$ cat src/rtl/alu_pkg.sv
// Shared ALU function codes, MIPS opcode/funct constants and issue FSM encoding.
package alu_pkg;

  // ALU function codes; 0110 and 1010 are reserved and never issued.
  localparam logic [3:0] FUNC_AND  = 4'b0000;
  localparam logic [3:0] FUNC_ADD  = 4'b0010;
  localparam logic [3:0] FUNC_SUB  = 4'b0100;
  localparam logic [3:0] FUNC_RSV6 = 4'b0110;
  localparam logic [3:0] FUNC_OR   = 4'b1000;
  localparam logic [3:0] FUNC_RSVA = 4'b1010;
  localparam logic [3:0] FUNC_XOR  = 4'b1100;
  localparam logic [3:0] FUNC_SLL  = 4'b1110;
  localparam logic [3:0] FUNC_NOP  = 4'b0001;

  localparam logic [5:0] OP_RTYPE = 6'h00;
  localparam logic [5:0] OP_ADDI  = 6'h08;
  localparam logic [5:0] OP_ADDIU = 6'h09;
  localparam logic [5:0] OP_ANDI  = 6'h0C;
  localparam logic [5:0] OP_ORI   = 6'h0D;
  localparam logic [5:0] OP_XORI  = 6'h0E;

  localparam logic [5:0] FN_SLL  = 6'h00;
  localparam logic [5:0] FN_ADD  = 6'h20;
  localparam logic [5:0] FN_ADDU = 6'h21;
  localparam logic [5:0] FN_SUB  = 6'h22;
  localparam logic [5:0] FN_SUBU = 6'h23;
  localparam logic [5:0] FN_AND  = 6'h24;
  localparam logic [5:0] FN_OR   = 6'h25;
  localparam logic [5:0] FN_XOR  = 6'h26;

  localparam logic [1:0] ST_IDLE = 2'd0;
  localparam logic [1:0] ST_EXEC = 2'd1;
  localparam logic [1:0] ST_RESP = 2'd2;

endpackage

$ cat src/rtl/alu_decode.sv
// Combinational MIPS decode into ALU function, operands, destination and illegal flag.
module alu_decode
  import alu_pkg::*;
#(
  parameter bit SHAMT_FROM_INSTR = 1'b1
) (
  input  logic [31:0] instr,
  input  logic [31:0] rs_data,
  input  logic [31:0] rt_data,
  output logic [3:0]  func,
  output logic [31:0] op_a,
  output logic [31:0] op_b,
  output logic [4:0]  dest,
  output logic        illegal
);

  logic [5:0]  opcode;
  logic [5:0]  funct;
  logic [31:0] imm_sext;
  logic [31:0] imm_zext;
  logic        unused_rs_field;

  assign opcode   = instr[31:26];
  assign funct    = instr[5:0];
  assign imm_sext = {{16{instr[15]}}, instr[15:0]};
  assign imm_zext = {16'h0000, instr[15:0]};
  // rs is supplied already read as rs_data.
  assign unused_rs_field = ^instr[25:21];

  always_comb begin
    func    = FUNC_NOP;
    op_a    = 32'h0;
    op_b    = 32'h0;
    dest    = 5'd0;
    illegal = 1'b1;
    case (opcode)
      OP_RTYPE: begin
        illegal = 1'b0;
        op_a    = rs_data;
        op_b    = rt_data;
        dest    = instr[15:11];
        case (funct)
          FN_AND:           func = FUNC_AND;
          FN_ADD, FN_ADDU:  func = FUNC_ADD;
          FN_SUB, FN_SUBU:  func = FUNC_SUB;
          FN_OR:            func = FUNC_OR;
          FN_XOR:           func = FUNC_XOR;
          FN_SLL: begin
            func = FUNC_SLL;
            op_a = rt_data;
            op_b = SHAMT_FROM_INSTR ? {27'h0, instr[10:6]} : rs_data;
          end
          default: begin
            func    = FUNC_NOP;
            op_a    = 32'h0;
            op_b    = 32'h0;
            dest    = 5'd0;
            illegal = 1'b1;
          end
        endcase
      end
      OP_ADDI, OP_ADDIU: begin
        illegal = 1'b0;
        func    = FUNC_ADD;
        op_a    = rs_data;
        op_b    = imm_sext;
        dest    = instr[20:16];
      end
      OP_ANDI, OP_ORI, OP_XORI: begin
        illegal = 1'b0;
        func    = (opcode == OP_ANDI) ? FUNC_AND : (opcode == OP_ORI) ? FUNC_OR : FUNC_XOR;
        op_a    = rs_data;
        op_b    = imm_zext;
        dest    = instr[20:16];
      end
      default: ;
    endcase
  end

endmodule

$ cat src/rtl/alu_issue_ctrl.sv
// Issue controller: accepts one instruction, drives registered operands to an external
// ALU for one cycle, then holds the result until the consumer takes it.
module alu_issue_ctrl
  import alu_pkg::*;
#(
  parameter bit SHAMT_FROM_INSTR = 1'b1
) (
  input  logic        clk,
  input  logic        rst_n,
  input  logic        in_valid,
  output logic        in_ready,
  input  logic [31:0] instr,
  input  logic [31:0] rs_data,
  input  logic [31:0] rt_data,
  output logic [3:0]  alu_func,
  output logic [31:0] alu_op_a,
  output logic [31:0] alu_op_b,
  input  logic [31:0] alu_res,
  output logic        out_valid,
  input  logic        out_ready,
  output logic [31:0] out_data,
  output logic [4:0]  out_rd,
  output logic        out_illegal
);

  logic [1:0]  state_q;
  logic [3:0]  func_q;
  logic [31:0] op_a_q;
  logic [31:0] op_b_q;
  logic [4:0]  rd_q;
  logic        illegal_q;
  logic [31:0] data_q;

  logic [3:0]  dec_func;
  logic [31:0] dec_op_a;
  logic [31:0] dec_op_b;
  logic [4:0]  dec_dest;
  logic        dec_illegal;

  alu_decode #(
    .SHAMT_FROM_INSTR(SHAMT_FROM_INSTR)
  ) u_decode (
    .instr   (instr),
    .rs_data (rs_data),
    .rt_data (rt_data),
    .func    (dec_func),
    .op_a    (dec_op_a),
    .op_b    (dec_op_b),
    .dest    (dec_dest),
    .illegal (dec_illegal)
  );

  always_ff @(posedge clk) begin
    if (!rst_n) begin
      state_q   <= ST_IDLE;
      func_q    <= FUNC_NOP;
      op_a_q    <= 32'h0;
      op_b_q    <= 32'h0;
      rd_q      <= 5'd0;
      illegal_q <= 1'b0;
      data_q    <= 32'h0;
    end else begin
      case (state_q)
        ST_IDLE: begin
          if (in_valid) begin
            func_q    <= dec_func;
            op_a_q    <= dec_op_a;
            op_b_q    <= dec_op_b;
            rd_q      <= dec_dest;
            illegal_q <= dec_illegal;
            state_q   <= ST_EXEC;
          end
        end
        ST_EXEC: begin
          data_q  <= illegal_q ? 32'h0 : alu_res;
          state_q <= ST_RESP;
        end
        ST_RESP: begin
          if (out_ready) state_q <= ST_IDLE;
        end
        default: state_q <= ST_IDLE;
      endcase
    end
  end

  assign in_ready    = (state_q == ST_IDLE);
  assign out_valid   = (state_q == ST_RESP);
  assign alu_func    = func_q;
  assign alu_op_a    = op_a_q;
  assign alu_op_b    = op_b_q;
  assign out_data    = data_q;
  assign out_rd      = rd_q;
  assign out_illegal = illegal_q;

endmodule

$ cat config.mk
export PLATFORM = sky130hd
export DESIGN_NAME = alu_issue_ctrl
export DESIGN_NICKNAME = d
export VERILOG_FILES = /design/src/rtl/alu_pkg.sv /design/src/rtl/alu_decode.sv /design/src/rtl/alu_issue_ctrl.sv
export SDC_FILE = /design/constraint.sdc
export NUM_CORES = 1
export LEC_CHECK = 0
export ABC_AREA = 1
export CAP_MARGIN = 10
export CORE_MARGIN = 2
export CORE_UTILIZATION = 30
export CTS_BUF_LIST = sky130_fd_sc_hd__clkbuf_16
export DETAILED_ROUTE_END_ITERATION = 8
export GPL_TIMING_DRIVEN = 0
export PLACE_DENSITY = 0.72
export SKIP_LAST_GASP = 1
export SYNTH_ARGS = -nofsm -noshare
export SYNTH_HDL_FRONTEND = slang
export SYNTH_SLANG_ARGS = --single-unit
$ cat constraint.sdc
create_clock -name clk -period 2.2 [get_ports clk]
set_input_delay 0.44 -clock clk [delete_from_list [all_inputs] [get_ports clk]]
set_output_delay 0.44 -clock clk [all_outputs]
set_load 0.03 [all_outputs]
==> results.json, run 1 <==
{
  "dp_hpwl_um": 15080,
  "grt_pass1_vias": 5769,
  "yosysWarnings": 0,
  "synth_top_cell_by_area": "dfxtp_1",
  "grt_pass1_wl_um": 29540,
  "synth_area_um2": 5202,
  "cts_sinks": 108,
  "avgSynthCellArea_um2": 6.927,
  "peakVddDrop_mv": 0.4040,
  "rsz0062_at_grt": "no",
  "hold_viol_final": 0,
  "num_vias": 5883,
  "fin_nets": 1128,
  "ys_ff_latch": 108,
  "reg2reg_to": "alu_op_a[29]",
  "postCtsSetupBuffers": 0,
  "stdcell_count": 1226,
  "rows": 48,
  "clk_pin_slew_ns": 0.08,
  "endpoint_kind": "output pin",
  "overflow": 0,
  "yosys-top-cells-area": "dfxtp_1 42%, nand2_1 15%, a21oi_1 11%",
  "clock-skew-final_ns": 0.01311,
  "ff2ff_setup_slack_ns": 0.62,
  "synth_most_common_cell": "nand2_1",
  "dp.cells": 1210,
  "max_freq_mhz": 498.4,
  "cap_viol_max_count": 0,
  "wire_per_inst_um": 15.70,
  "cp_max_fo": 2,
  "cp.required_ns": 1.76,
  "power_density_nw_per_um2": 615.6,
  "r2r-start": "state_q[0]",
  "slew_violations": 0,
  "p_leak_nw": 3.231,
  "min_period_over_period": 0.9119,
  "synthCells": 751,
  "crit_end": "out_valid",
  "synth-seq-area-share": 0.4156,
  "fillers": 1773,
  "dr.pass1.iters": 5,
  "worst_pin_slew_ns": 0.5040,
  "cts_buffers": 9,
  "syn_to_final_growth_pct": 56.20,
  "cts_resized": 0,
  "synth-edff-count": 0,
  "drtIter0Drc": 270,
  "worstHoldPathType": "reg2reg",
  "grt_max_degree": 22,
  "grt_antenna_before_repair": 0,
  "tns_ns": 0,
  "ys_types": 25,
  "vias_per_cell": 4.799,
  "gp_congestion": 0.8930,
  "synth_ff_type": "dfxtp_1",
  "start_util": 0.3039,
  "drtAntennaViolNets": 0,
  "ff2ff_path_depth": 7,
  "worstPathCellList": "inv_1 > nor2_1 > clkdlybuf4s50_1",
  "io_buffers": 234,
  "setup_viol": 0,
  "cp-startpoint": "state_q[1]",
  "worstPathArrival_ns": 1.57,
  "core_um2": 17120,
  "slowest_delay_ns": 0.71,
  "synth_fp_nets": 883,
  "status": "complete, no violations",
  "dieArea_um2": 18410,
  "die_width_um": 135.7,
  "drive_above_1_share": 0.09291,
  "hold_buffers": 0,
  "htreeDepth": 3,
  "synth_commonest_cells": "206 x nand2_1, 117 x a21oi_1, 108 x dfxtp_1",
  "die_h_um": 135.7,
  "timing.slew.headroom": 0.6640,
  "grt_usage": 0.2071,
  "startpoint_type": "flip-flop",
  "path_class": "reg2out",
  "cpMaxStageDelayCell": "clkdlybuf4s50_1",
  "cts_tree": "built",
  "clock_latency_ns": 0.36,
  "antennaDiodeCount": 0,
  "ios": 240,
  "cts-root-buf": "clkbuf_16",
  "finalCriticalPeriod_ns": 2.006,
  "post-route-drc-count": 0,
  "synth_top_area_frac": 0.4156,
  "drt_wl_total_um": 19250,
  "async_flop_share": 0,
  "clockBufferDepth": 2
}
==> where the power goes <==
part | total [mW] | internal (mW) | switching, mW
clock | 1.67 | 0.811 | 0.857
sequential | 2.12 | 2.07 | 0.0568
combinational | 1.21 | 0.531 | 0.681
total | 5.00 | 3.41 | 1.59
==> layout by cell type, fill, tap and decap left out, types with 6 or more instances in the layout <==
cell,synthesis,final
a21oi_1,117,117
a21oi_2,20,20
buf_2,10,10
buf_4,6,6
clkbuf_1,27,27
clkbuf_16,0,9
clkdlybuf4s50_1,0,234
dfxtp_1,108,108
inv_1,44,44
nand2_1,206,206
nand2_2,22,22
nand3_1,66,66
nor2_1,54,54
o21ai_0,44,44
==> area by class of cell <==
cell class              instances  area [um2]  area share
repair buffers                234        2342      0.2882
flip-flops and latches        108        2162      0.2661
multi-input cells             543        2567      0.3159
well taps                     225       281.5     0.03464
inverters                      47       176.4     0.02171
plain buffers                  53       296.5     0.03649
clock inverters                 7       75.07    0.009238
clock buffers                   9       225.2     0.02771
==> flip-flops by register name, summed over array words and instances (netlist names) <==
| signal | flops |
|---|---|
| alu_op_a | 32 |
| alu_op_b | 32 |
| out_data | 32 |
| out_rd | 5 |
| alu_func | 4 |
| state_q | 2 |
| out_illegal | 1 |
==> worst max-delay path: cells and delay by family (launching register included) <==
| family | cells | cell delay (ns) |
|---|---|---|
| buffers and inverters | 2 | 0.76 |
| AND/OR/NAND/NOR | 1 | 0.12 |
| flip-flops | 1 | 0.33 |
==> metrics by stage <==
| stage | area [um2] | setup WS [ns] | total power [mW] | hold slack [ns] | util |
|---|---|---|---|---|---|
| 3_5_place_dp | 7826 | -0.1820 | 3.380 | 0.4563 | 0.4572 |
| 4_1_cts | 8127 | 0.1671 | 5.053 | 0.4669 | 0.4748 |
| 6_report | 8127 | 0.1938 | 5.002 | 0.4658 | 0.4748 |
| 5_1_grt | 8127 | 0.02568 | 5.223 | 0.4853 | 0.4748 |
| 3_3_place_gp | 7826 | -0.1727 | 3.370 | 0.4513 | 0.4572 |
| 2_1_floorplan | 5202 | 0.5155 | 2.768 | 0.5763 | - |
==> cells by family after synthesis <==
family	Yosys count	synth area share
compound gates	183	0.1912
buf+inv	100	0.09091
flops	108	0.4156
simple gates	360	0.3023
==> worst min-delay path by stage <==
stage | from | to | slack (ns) | cells after the start
global placement | out_data[9] | out_data[9] | 0.45 | 2
detailed placement | alu_func[3] | alu_func[3] | 0.46 | 2
global route | out_data[20] | out_data[20] | 0.49 | 2
finish | alu_func[3] | alu_func[3] | 0.47 | 2
CTS | alu_func[3] | alu_func[3] | 0.47 | 2
floorplan | rs_data[16] | alu_op_a[16] | 0.58 | 2
==> routing by layer <==
layer / global-route usage / routed length (um) / vias up
met2: 0.3291 / 8737 / 245
li1: - / - / 2936
met1: 0.2589 / 7945 / 2656
met5: 0 / 0 / -
met3: 0.06659 / 1905 / 46
met4: 0.08565 / 663 / 0
Note: power is estimated with default switching activity, not from simulation.
==> inputs of run 2 (changes only) <==
--- a/config.mk
+++ b/config.mk
@@ -8,11 +8,11 @@
 export ABC_AREA = 1
 export CAP_MARGIN = 10
 export CORE_MARGIN = 2
-export CORE_UTILIZATION = 30
+export CORE_UTILIZATION = 45
 export CTS_BUF_LIST = sky130_fd_sc_hd__clkbuf_16
 export DETAILED_ROUTE_END_ITERATION = 8
 export GPL_TIMING_DRIVEN = 0
-export PLACE_DENSITY = 0.72
+export PLACE_DENSITY = 0.95
 export SKIP_LAST_GASP = 1
 export SYNTH_ARGS = -nofsm -noshare
 export SYNTH_HDL_FRONTEND = slang
==> run 2 against run 1 <==
Against the previous run:
- clock-buffer cell count stayed put
- sequential power hardly changed
- routed wire length is 4.4% lower
- clock skew is 0.0072 ns lower
- utilization is 23 points higher
- first-iteration DRC count is 100% higher
- largest power group unchanged
- register-to-register slack worse by 0.05 ns
- via count is 4.4% higher
- sequential cell count stayed put
==> results.json, run 2 (synthesized netlist as in run 1, its figures left out) <==
{
  "status": "complete, no violations",
  "timing.final.ws_setup_ns": 0.2125,
  "startpoint_type": "flip-flop",
  "worstPathArrival_ns": 1.55,
  "peakVddDrop_mv": 0.3653,
  "clk_pin_slew_ns": 0.07,
  "die_h_um": 111.5,
  "path_class": "reg2out",
  "drive_above_1_share": 0.09000,
  "setup_viol": 0,
  "cts_buffers": 9,
  "mostFrequentLayoutCell": "clkdlybuf4s50_1",
  "worst_pin_slew_ns": 0.5104,
  "syn_to_final_growth_pct": 53.54,
  "drtAntennaViolNets": 0,
  "grt_pass1_wl_um": 29060,
  "worst_hold_path.num_cells": 2,
  "endpoint_kind": "output pin",
  "ff2ff_path_depth": 6,
  "io_buffers": 234,
  "hold_buffers": 0,
  "clock-skew-final_ns": 0.005880,
  "slowest_delay_ns": 0.70,
  "cp_max_fo": 2,
  "num_vias": 6139,
  "dr.pass1.iters": 6,
  "drt_wl_total_um": 18410,
  "rows": 39,
  "gp_congestion": 0.9062,
  "place_area_um2": 7724,
  "drtIter0Drc": 545,
  "ios": 240,
  "dp_hpwl_um": 14220,
  "clock_latency_ns": 0.34,
  "cpMaxStageDelayCell": "clkdlybuf4s50_1",
  "wire_per_inst_um": 16.11,
  "cp.required_ns": 1.76,
  "layout_common_cells": "234 x clkdlybuf4s50_1, 206 x nand2_1, 117 x a21oi_1, 108 x dfxtp_1, 66 x nand3_1",
  "min_period_over_period": 0.9034,
  "fillers": 913,
  "max_freq_mhz": 503.1,
  "dieArea_um2": 12440,
  "timing.slew.headroom": 0.6597,
  "postCtsSetupBuffers": 0,
  "die_width_um": 111.5,
  "htreeDepth": 3,
  "finalCriticalPeriod_ns": 1.988,
  "grt_antenna_before_repair": 0,
  "core_um2": 11370,
  "grt_pass1_vias": 5799,
  "p_leak_nw": 3.221,
  "cts_resized": 0,
  "place_ws_ns": -0.07334,
  "fin_area_um2": 7988,
  "antennaDiodeCount": 0,
  "worstPathCellList": "inv_1 > nor2_1 > clkdlybuf4s50_1",
  "power_density_nw_per_um2": 605.0,
  "cts-root-buf": "clkbuf_16",
  "clockBufferDepth": 2,
  "cts_sinks": 108,
  "worstHoldPathType": "reg2reg",
  "fin_nets": 1128,
  "rsz0062_at_grt": "no",
  "grt_usage": 0.2887,
  "cap_viol_max_count": 0,
  "overflow": 0,
  "cts_tree": "built",
  "start_util": 0.4576,
  "grt_max_degree": 18,
  "post-route-drc-count": 0,
  "hold_viol_final": 0,
  "vias_per_cell": 5.371,
  "slew_violations": 0
}
-- run 2: where the power goes --
part	switching, mW	total [mW]	leakage, nW	internal (mW)
combinational	0.682	1.21	2.20	0.532
clock	0.731	1.49	0.135	0.763
sequential	0.0574	2.12	0.883	2.07
total	1.47	4.83	3.22	3.36
-- run 2: through the flow --
stage / cells / power, mW / utilization / TNS [ns] / hold slack [ns]
after floorplan: 751 / 2.768 / - / 0 / 0.5763
after global placement: 1128 / 3.346 / 0.6793 / -1.731 / 0.4509
after detailed placement: 1128 / 3.366 / 0.6793 / -2.113 / 0.4551
after CTS: 1143 / 4.839 / 0.7025 / 0 / 0.4664
after global routing: 1143 / 5.019 / 0.7025 / 0 / 0.4840
final: 1143 / 4.832 / 0.7025 / 0 / 0.4651
-- run 2: layer usage --
metal / routed length, um / part of all wire / GRT usage / up-vias
li1: - / - / - / 2939
met1: 7216 / 0.39 / 0.3480 / 2769
met2: 8589 / 0.47 / 0.4821 / 351
met3: 1666 / 0.090 / 0.07240 / 80
met4: 939 / 0.051 / 0.1407 / 0
met5: 0 / 0 / 0 / -
-- run 2: area by class of cell --
class | instances | area [um2] | area share
multi-input combinational | 543 | 2567 | 0.3214
timing repair buffer | 234 | 2342 | 0.2932
sequential | 108 | 2162 | 0.2707
buffer | 53 | 296.5 | 0.03712
clock buffer | 9 | 225.2 | 0.02820
tap | 143 | 178.9 | 0.02240
inverter | 47 | 176.4 | 0.02209
clock inverter | 6 | 38.79 | 0.004856
-- run 2: final timing paths --
check | from | endpoint | slack, ns
max | state_q[1] | out_valid | 0.21
max reg2reg | state_q[0] | alu_op_a[22] | 0.57
min reg2reg | alu_op_b[23] | alu_op_b[23] | 0.47
min | alu_op_b[23] | alu_op_b[23] | 0.47
-- run 2: critical path: cells and delay by family, from the launching register on --
family                 cells  cell delay (ns)
buffers and inverters      2             0.76
AND/OR/NAND/NOR            1             0.11
flip-flops                 1             0.34
==> inputs of run 3 (changes only) <==
--- a/config.mk
+++ b/config.mk
@@ -12,7 +12,7 @@
 export CTS_BUF_LIST = sky130_fd_sc_hd__clkbuf_16
 export DETAILED_ROUTE_END_ITERATION = 8
 export GPL_TIMING_DRIVEN = 0
-export PLACE_DENSITY = 0.95
+export PLACE_DENSITY = 0.9
 export SKIP_LAST_GASP = 1
 export SYNTH_ARGS = -nofsm -noshare
 export SYNTH_HDL_FRONTEND = slang
==> run 3 against run 2 <==
Against the previous run:
- routed wire length decreased by 1.9%
- worst setup slack improved by 0.0076 ns
- combinational power about the same
- maximum frequency increased by 0.38%
- largest cell class unchanged
- utilization increased by 0.32 points
- clock skew increased by 0.0017 ns
- register-to-register slack improved by 0.02 ns
- critical path type unchanged
==> results.json, run 3 (synthesized netlist as in run 1, its figures left out) <==
{
  "top_layer": "met4",
  "grt_pass1_vias": 5852,
  "drt_wl_total_um": 18050,
  "hp-start": "alu_op_b[21]",
  "place_area_um2": 7724,
  "drtAntennaViolNets": 0,
  "timing.final.ws_setup_ns": 0.2200,
  "min_period_over_period": 0.9000,
  "grt_pass1_wl_um": 28510,
  "holdPathEnd": "alu_op_b[21]",
  "dieArea_um2": 12440,
  "post-route-drc-count": 0,
  "place_ws_ns": -0.1059,
  "hold_buffers": 0,
  "whs_ns": 0.4661,
  "mostFrequentLayoutCell": "clkdlybuf4s50_1",
  "total_power_mw": 5.008,
  "htreeDepth": 3,
  "slew_violations": 0,
  "rsz0062_at_grt": "no",
  "hold_viol_final": 0,
  "cts_tree": "built",
  "io_buffers": 234,
  "dr.pass1.iters": 6,
  "clk_pin_slew_ns": 0.08,
  "start_util": 0.4576,
  "power_density_nw_per_um2": 624.1,
  "status": "complete, no violations",
  "num_vias": 5970,
  "drive_above_1_share": 0.09091,
  "peakVddDrop_mv": 0.4016,
  "ios": 240,
  "fin_area_um2": 8024,
  "cp_max_fo": 2,
  "cts_buffers": 9,
  "wl_met2_um": 8450,
  "met3_wirelength_um": 1569,
  "clock-skew-final_ns": 0.007565,
  "cts-root-buf": "clkbuf_16",
  "p_leak_nw": 3.233,
  "die_h_um": 111.5,
  "layout_common_cells": "234 x clkdlybuf4s50_1, 206 x nand2_1, 117 x a21oi_1, 108 x dfxtp_1, 66 x nand3_1",
  "clockBufferDepth": 2,
  "startpoint_type": "flip-flop",
  "cp.required_ns": 1.76,
  "grt_max_degree": 19,
  "worst_pin_slew_ns": 0.5201,
  "ff2ff_path_depth": 7,
  "grt_antenna_before_repair": 0,
  "worstPathArrival_ns": 1.54,
  "wl_met1_um": 7320,
  "cap_viol_max_count": 0,
  "finalCriticalPeriod_ns": 1.980,
  "gp_congestion": 0.9288,
  "setup_viol": 0,
  "grt_usage": 0.2840,
  "antennaDiodeCount": 0,
  "rows": 39,
  "syn_to_final_growth_pct": 54.23,
  "postCtsSetupBuffers": 0,
  "max_freq_mhz": 505.1,
  "clock_latency_ns": 0.35,
  "core_um2": 11370,
  "vias_per_cell": 5.219,
  "endpoint_kind": "output pin",
  "drtIter0Drc": 493,
  "cts_sinks": 108,
  "overflow": 0,
  "die_width_um": 111.5,
  "dp_hpwl_um": 13880,
  "reg2reg_to": "out_rd[4]",
  "wire_per_inst_um": 15.78,
  "r2r-start": "state_q[1]",
  "fin_nets": 1128,
  "path_class": "reg2out",
  "cts_resized": 0,
  "timing.slew.headroom": 0.6533,
  "worstHoldPathType": "reg2reg",
  "ff2ff_setup_slack_ns": 0.59,
  "worst_hold_path.num_cells": 2
}
==> run 3: worst max path at each step <==
stage                           from           end  slack, ns  depth (start not counted)
after floorplan           state_q[1]  alu_op_b[10]       0.52                          8
after global placement         rst_n   alu_func[2]      -0.04                          5
after detailed placement       rst_n    state_q[0]      -0.11                          5
after CTS                 state_q[1]     out_valid       0.21                          3
after global routing           rst_n  alu_op_b[22]        0.1                          5
final                     state_q[1]     out_valid       0.22                          3
==> run 3: critical path, stage by stage (launching register included) <==
cell and delay (ns):
dfxtp_1 0.33, inv_1 0.05, nor2_1 0.11, clkdlybuf4s50_1 0.70
==> run 3: layout make-up <==
cell class              count  area, um2
fillers                   946       3346
multi-input cells         543       2567
repair buffers            234       2342
flip-flops and latches    108       2162
plain buffers              53      296.5
clock buffers               9      225.2
well taps                 143      178.9
inverters                  47      176.4
clock inverters             7      75.07
==> run 3: report_power, final <==
part / switching (mW) / internal, mW / leakage [nW]
logic: 0.678 / 0.531 / 2.20
clock network: 0.782 / 0.893 / 0.147
registers: 0.0574 / 2.07 / 0.883
==> run 3: metal layers <==
| metal | GRT usage | up-vias |
|---|---|---|
| li1 | - | 2926 |
| met2 | 0.4833 | 268 |
| met5 | 0 | - |
| met3 | 0.06532 | 52 |
| met4 | 0.1325 | 0 |
| met1 | 0.3408 | 2724 |
==> run 3: through the flow <==
stage	cells	setup TNS [ns]	util
5_1_grt	1144	0	0.7057
3_3_place_gp	1128	-0.7437	0.6793
3_5_place_dp	1128	-2.355	0.6793
2_1_floorplan	751	0	-
6_report	1144	0	0.7057
4_1_cts	1144	0	0.7057
